==> config.mk <==
export PLATFORM = sky130hd
export DESIGN_NAME = shot_launcher
export DESIGN_NICKNAME = d
export VERILOG_FILES = /design/src/rtl/shot_launcher.sv
export SDC_FILE = /design/constraint.sdc
export NUM_CORES = 1
export LEC_CHECK = 0
export CELL_PAD_IN_SITES_DETAIL_PLACEMENT = 1
export CELL_PAD_IN_SITES_GLOBAL_PLACEMENT = 2
export CORE_AREA = 5 5 172 108
export CTS_BUF_LIST = sky130_fd_sc_hd__clkbuf_4 sky130_fd_sc_hd__clkbuf_8
export DETAILED_ROUTE_END_ITERATION = 8
export DIE_AREA = 0 0 177 113
export PLACE_DENSITY_LB_ADDON = 0.1
export SYNTH_ARGS = -nofsm -noshare
export SYNTH_HDL_FRONTEND = slang
export SYNTH_SLANG_ARGS = --single-unit
==> constraint.sdc <==
create_clock -name clk -period 2.35 [get_ports clk]
set_input_delay 0.235 -clock clk [delete_from_list [all_inputs] [get_ports clk]]
set_output_delay 0.235 -clock clk [all_outputs]
set_load 0.05 [all_outputs]
==> src/rtl/shot_launcher.sv <==
// shot_launcher
// Player-side projectile controller with three shot slots. A debounced fire
// press launches a shot from the player sprite on the next unpaused frame
// strobe. Active shots move right once per frame in 1/64-pixel fixed point.
// A shot is retired when the dragon collision detector reports a hit on its
// slot, or when it passes the right edge of the screen.
//
// Ports
//   clk, reset          system clock, asynchronous active-high reset
//   startOfFrame        one-cycle pulse per video frame
//   pause               level; freezes motion, launch and cooldown
//   fireReq             debounced fire button level
//   playerTopLeftX/Y    signed player sprite position, pixels
//   shotDragonCollision bit i = slot i hit the dragon this cycle
//   shotTopLeftX/Y      3 x 11-bit signed pixel positions, slot i at [11i+10:11i]
//   shotActive          bit i = slot i in flight
//   shotLaunched        one-cycle pulse when a launch is committed
module shot_launcher #(
    parameter int X_SPEED         = 256,
    parameter int COOLDOWN_FRAMES = 8,
    parameter int LAUNCH_OFFSET_X = 32,
    parameter int LAUNCH_OFFSET_Y = 16,
    parameter int RIGHT_LIMIT     = 639,
    parameter int PARK_POS        = -64
) (
    input  logic               clk,
    input  logic               reset,
    input  logic               startOfFrame,
    input  logic               pause,
    input  logic               fireReq,
    input  logic signed [10:0] playerTopLeftX,
    input  logic signed [10:0] playerTopLeftY,
    input  logic [2:0]         shotDragonCollision,
    output logic [32:0]        shotTopLeftX,
    output logic [32:0]        shotTopLeftY,
    output logic [2:0]         shotActive,
    output logic               shotLaunched
);

    localparam int NSLOT = 3;
    localparam int PW    = 17;
    localparam int CW    = $clog2(COOLDOWN_FRAMES + 1);

    localparam logic signed [PW-1:0] PARK_FP  = PW'(PARK_POS * 64);
    localparam logic signed [10:0]   PARK_PX  = 11'(PARK_POS);
    localparam logic signed [10:0]   LIMIT_PX = 11'(RIGHT_LIMIT);

    logic signed [PW-1:0] x_q [NSLOT];
    logic signed [PW-1:0] x_d [NSLOT];
    logic signed [PW-1:0] y_q [NSLOT];
    logic signed [PW-1:0] y_d [NSLOT];
    logic [NSLOT-1:0]     act_q, act_d;
    logic [CW-1:0]        cd_q, cd_d;
    logic                 pend_q, pend_d;
    logic                 fire_q;
    logic                 launched_q, launched_d;

    logic                 run;
    logic                 fire_edge;
    logic [NSLOT-1:0]     hit;
    logic                 free_found;
    logic [1:0]           free_idx;
    logic                 launch;
    logic signed [PW-1:0] launch_x, launch_y;
    logic signed [PW-1:0] adv;

    always_comb begin
        run       = startOfFrame & ~pause;
        fire_edge = fireReq & ~fire_q & ~pause;
        hit       = shotDragonCollision & act_q;

        // Scan downward so the lowest free index is the one left standing.
        // Uses act_q (before any clear this cycle) so a slot being retired
        // is never handed out on the same edge.
        free_found = 1'b0;
        free_idx   = 2'd0;
        for (int i = NSLOT - 1; i >= 0; i--) begin
            if (!act_q[i]) begin
                free_found = 1'b1;
                free_idx   = 2'(i);
            end
        end

        launch   = run & pend_q & (cd_q == '0) & free_found;
        launch_x = ({{(PW-11){playerTopLeftX[10]}}, playerTopLeftX} + PW'(LAUNCH_OFFSET_X)) <<< 6;
        launch_y = ({{(PW-11){playerTopLeftY[10]}}, playerTopLeftY} + PW'(LAUNCH_OFFSET_Y)) <<< 6;

        adv   = '0;
        act_d = act_q;
        for (int i = 0; i < NSLOT; i++) begin
            x_d[i] = x_q[i];
            y_d[i] = y_q[i];
            adv    = x_q[i] + PW'(X_SPEED);
            if (hit[i]) begin
                act_d[i] = 1'b0;
                x_d[i]   = PARK_FP;
                y_d[i]   = PARK_FP;
            end else if (run && act_q[i]) begin
                if ($signed(adv[PW-1:6]) > LIMIT_PX) begin
                    act_d[i] = 1'b0;
                    x_d[i]   = PARK_FP;
                    y_d[i]   = PARK_FP;
                end else begin
                    x_d[i] = adv;
                end
            end
            if (launch && (free_idx == 2'(i))) begin
                act_d[i] = 1'b1;
                x_d[i]   = launch_x;
                y_d[i]   = launch_y;
            end
        end

        if (launch)
            cd_d = CW'(COOLDOWN_FRAMES);
        else if (run && (cd_q != '0))
            cd_d = cd_q - CW'(1);
        else
            cd_d = cd_q;

        // A request is consumed by the frame strobe whether or not it launched.
        pend_d     = run ? fire_edge : (pend_q | fire_edge);
        launched_d = launch;
    end

    always_ff @(posedge clk or posedge reset) begin
        if (reset) begin
            for (int i = 0; i < NSLOT; i++) begin
                x_q[i] <= PARK_FP;
                y_q[i] <= PARK_FP;
            end
            act_q      <= '0;
            cd_q       <= '0;
            pend_q     <= 1'b0;
            fire_q     <= 1'b0;
            launched_q <= 1'b0;
        end else begin
            for (int i = 0; i < NSLOT; i++) begin
                x_q[i] <= x_d[i];
                y_q[i] <= y_d[i];
            end
            act_q      <= act_d;
            cd_q       <= cd_d;
            pend_q     <= pend_d;
            fire_q     <= fireReq;
            launched_q <= launched_d;
        end
    end

    always_comb begin
        for (int i = 0; i < NSLOT; i++) begin
            shotTopLeftX[11*i +: 11] = act_q[i] ? x_q[i][PW-1:6] : PARK_PX;
            shotTopLeftY[11*i +: 11] = act_q[i] ? y_q[i][PW-1:6] : PARK_PX;
        end
    end

    assign shotActive   = act_q;
    assign shotLaunched = launched_q;

endmodule

==> run metrics <==
measured slew at the worst slew-check pin about 0.53 ns; hold-fix buffers at CTS 0; total power 3.66 mW; Die Wd ~180 µm; Inserted Diodes 0; H-tree Lvls 3; pin count of the biggest net entering global routing 77; Vias/cell between 5 and 6; Synth Flop Type dfrtp_1; layout cells sized above 1 between 20% and 30%; max_cap viols 0; row count 37; fin crit share around 96%; Placer Congestion between 0.8 and 0.9; status completed; io pins 100; P_leak around 2.7 nW; startpoint types register; number of synthesized flops with an enable pin 0; TritonRoute pass-1 iters 4; P&R area growth vs syn 46.7%; ANT nets after route 0; critical path capture point y_q[44]; Worst EP required about 2.6 ns; DIE HEIGHT about 110 µm; CTS Root Cell clkbuf_8; total track usage around 18%; Max Fclk approximately 440 MHz; Worst setup startpoint x_q[46]; initial DRC count 296; Remaining DRCs 0; vias in the first global route between 4000 and 5000; crit path max fanout 8; reg2reg start x_q[46]; routed len/inst approximately 20 µm; Mapped Nets 560; max_slew headroom around two thirds; commonest non-fill, non-tap cell in the layout buf_4; Hold Worst Slack around 0.26 ns; filler instances about 1900; CTS Sinks between 70 and 80; ys async rst share 100%; type of the worst setup path reg -> reg; reg2reg setup slack between 0.08 and 0.09 ns; Longest Clk Path Bufs 2; setup total negative slack 0 ns; Worst Hold Class in -> async; DP Wirelength ~14000 µm; YS warnings 0; Core Region about 17000 µm²; Register-to-Register Path Depth 7; Finish-stage setup viols 0; Cell variety after synth 72; min Tclk post-route about 2.3 ns; global route overflow 0; port buffer count 99; initial core utilization 28.3%; Mapped Cells around 520; CP Data Arrival Time 2.49 ns; layout net count just under 700; global-route wire length before repair between 20000 and 30000 µm; Peak VDD IR roughly 0.22 mV; TritonCTS Buffers 9; commonest non-fill, non-tap cells in the layout buf_4 (69), nand2_1 (53), dfrtp_1 (46); Slew Viols, Final 0; FF/Latch Area 1940 µm²; total number of vias 4581; R2R Path End y_q[44]; Critical Path Sink Type register; CTS clk-pin slew, worst paths roughly 0.090 ns; area of the multi-input gates around 2700 µm²; final hold vios 0; Seq/Total Area, Yosys between 40% and 50%; worst skew pair latency around 0.36 ns; Post-Synthesis Cell Area 4740 µm²; Synth Register Bits between 70 and 80; routed wire length 18200 µm; unrepaired setup endpoints after global routing true; Mapped Avg Cell Area between 9 and 10 µm²; PD cells between 500 and 600 nW/µm²; DIE AREA 20000 µm²; CTS tree done; initial antenna violation count 1; Fin Clk Skew a little over 0.01 ns
-- metrics by stage --
step / setup slack [ns] / util, % / cells / cell area (µm²)
after CTS: 0.00467 / 40.7 / 890 / 6820
final: 0.0884 / 41.5 / 895 / 6950
after global routing: -0.00700 / 41.5 / 895 / 6950
after global placement: 0.0639 / 39.5 / 874 / 6610
after detailed placement: 0.00912 / 39.5 / 874 / 6610
after floorplan: 0.107 / - / 521 / 4740
-- state kept, by name, indices dropped and copies added (netlist names) --
name	cells
pend_q	1
x_q	33
y_q	33
cd_q	4
fire_q	1
shotLaunched	1
shotActive	3
-- logic make-up after synthesis --
kind of cell,after synthesis,share of synthesized area (%)
mux,4,0.871
xor+xnor,16,2.96
fa+ha+maj,9,2.38
flops,76,40.9
simple gates,236,27.3
compound gates,137,21.7
buf+inv,43,3.85
-- worst min-delay path by stage --
stage / startpoint / to / slack (ns) / depth (start not counted)
floorplan: fireReq / fire_q / 0.27 / 0
global route: reset / cd_q[1] / 0.33 / 3
global placement: y_q[27] / y_q[27] / 0.46 / 1
detailed placement: y_q[27] / y_q[27] / 0.48 / 1
finish: reset / cd_q[1] / 0.26 / 3
CTS: reset / pend_q / 0.28 / 3
-- repair_timing --
item	in CTS	in global routing
endpoints found under the setup margin	0	50
gates resized for setup	0	19
setup buffers	0	4
-- power breakdown --
group / total, mW / switching, mW / leakage [nW] / internal [mW]
clock network: 1.10 / 0.571 / 0.0955 / 0.528
registers: 1.69 / 0.164 / 0.927 / 1.53
logic: 0.870 / 0.468 / 1.72 / 0.402
total: 3.66 / 1.20 / 2.74 / 2.46
-- layer usage --
| metal | wire length (µm) | GRT usage [%] |
|---|---|---|
| met4 | 233 | 3.45 |
| met5 | 0 | 0 |
| met3 | 683 | 3.57 |
| met1 | 9430 | 27.1 |
| met2 | 7870 | 27.7 |
-- synthesized netlist by cell type, types with 4 or more instances --
master | count | area share (%)
dfstp_2 | 30 | 17
buf_2 | 11 | 1.2
o2bb2ai_1 | 5 | 0.92
and3_1 | 10 | 1.3
nor3_1 | 6 | 0.63
nor2_1 | 31 | 2.5
a21oi_1 | 22 | 2.3
clkbuf_1 | 16 | 1.3
nand3_1 | 28 | 3.0
a31oi_1 | 7 | 0.92
a211o_1 | 4 | 0.74
a22oi_1 | 6 | 0.95
o21ai_0 | 17 | 1.8
dfrtp_1 | 46 | 24
ha_1 | 9 | 2.4
o22ai_1 | 6 | 0.79
and2_1 | 37 | 4.9
nand2_1 | 54 | 4.3
nor2b_1 | 4 | 0.53
xor2_1 | 7 | 1.3
xnor2_1 | 9 | 1.7
a2bb2oi_1 | 9 | 1.7
nand2b_1 | 30 | 4.0
nand4_1 | 8 | 1.1
or3_1 | 7 | 0.92
a22o_1 | 14 | 2.6
inv_1 | 15 | 1.2
-- critical path, stage by stage, from the launching register on --
cell      delay, ns
dfstp_2        0.61
nand3_2        0.18
or3_1          0.41
and2_1         0.21
a211oi_2       0.26
o21a_2         0.27
buf_12         0.14
a211oi_1       0.05
-- final cells by class --
type	instances	area share, %
Clock buffer	10	1.98
Tap cell	234	4.21
Inverter	15	0.810
Multi-Input combinational cell	402	38.6
Timing Repair Buffer	152	25.5
Clock inverter	6	1.01
Sequential cell	76	27.9
Power figures use the tool's default switching activity.
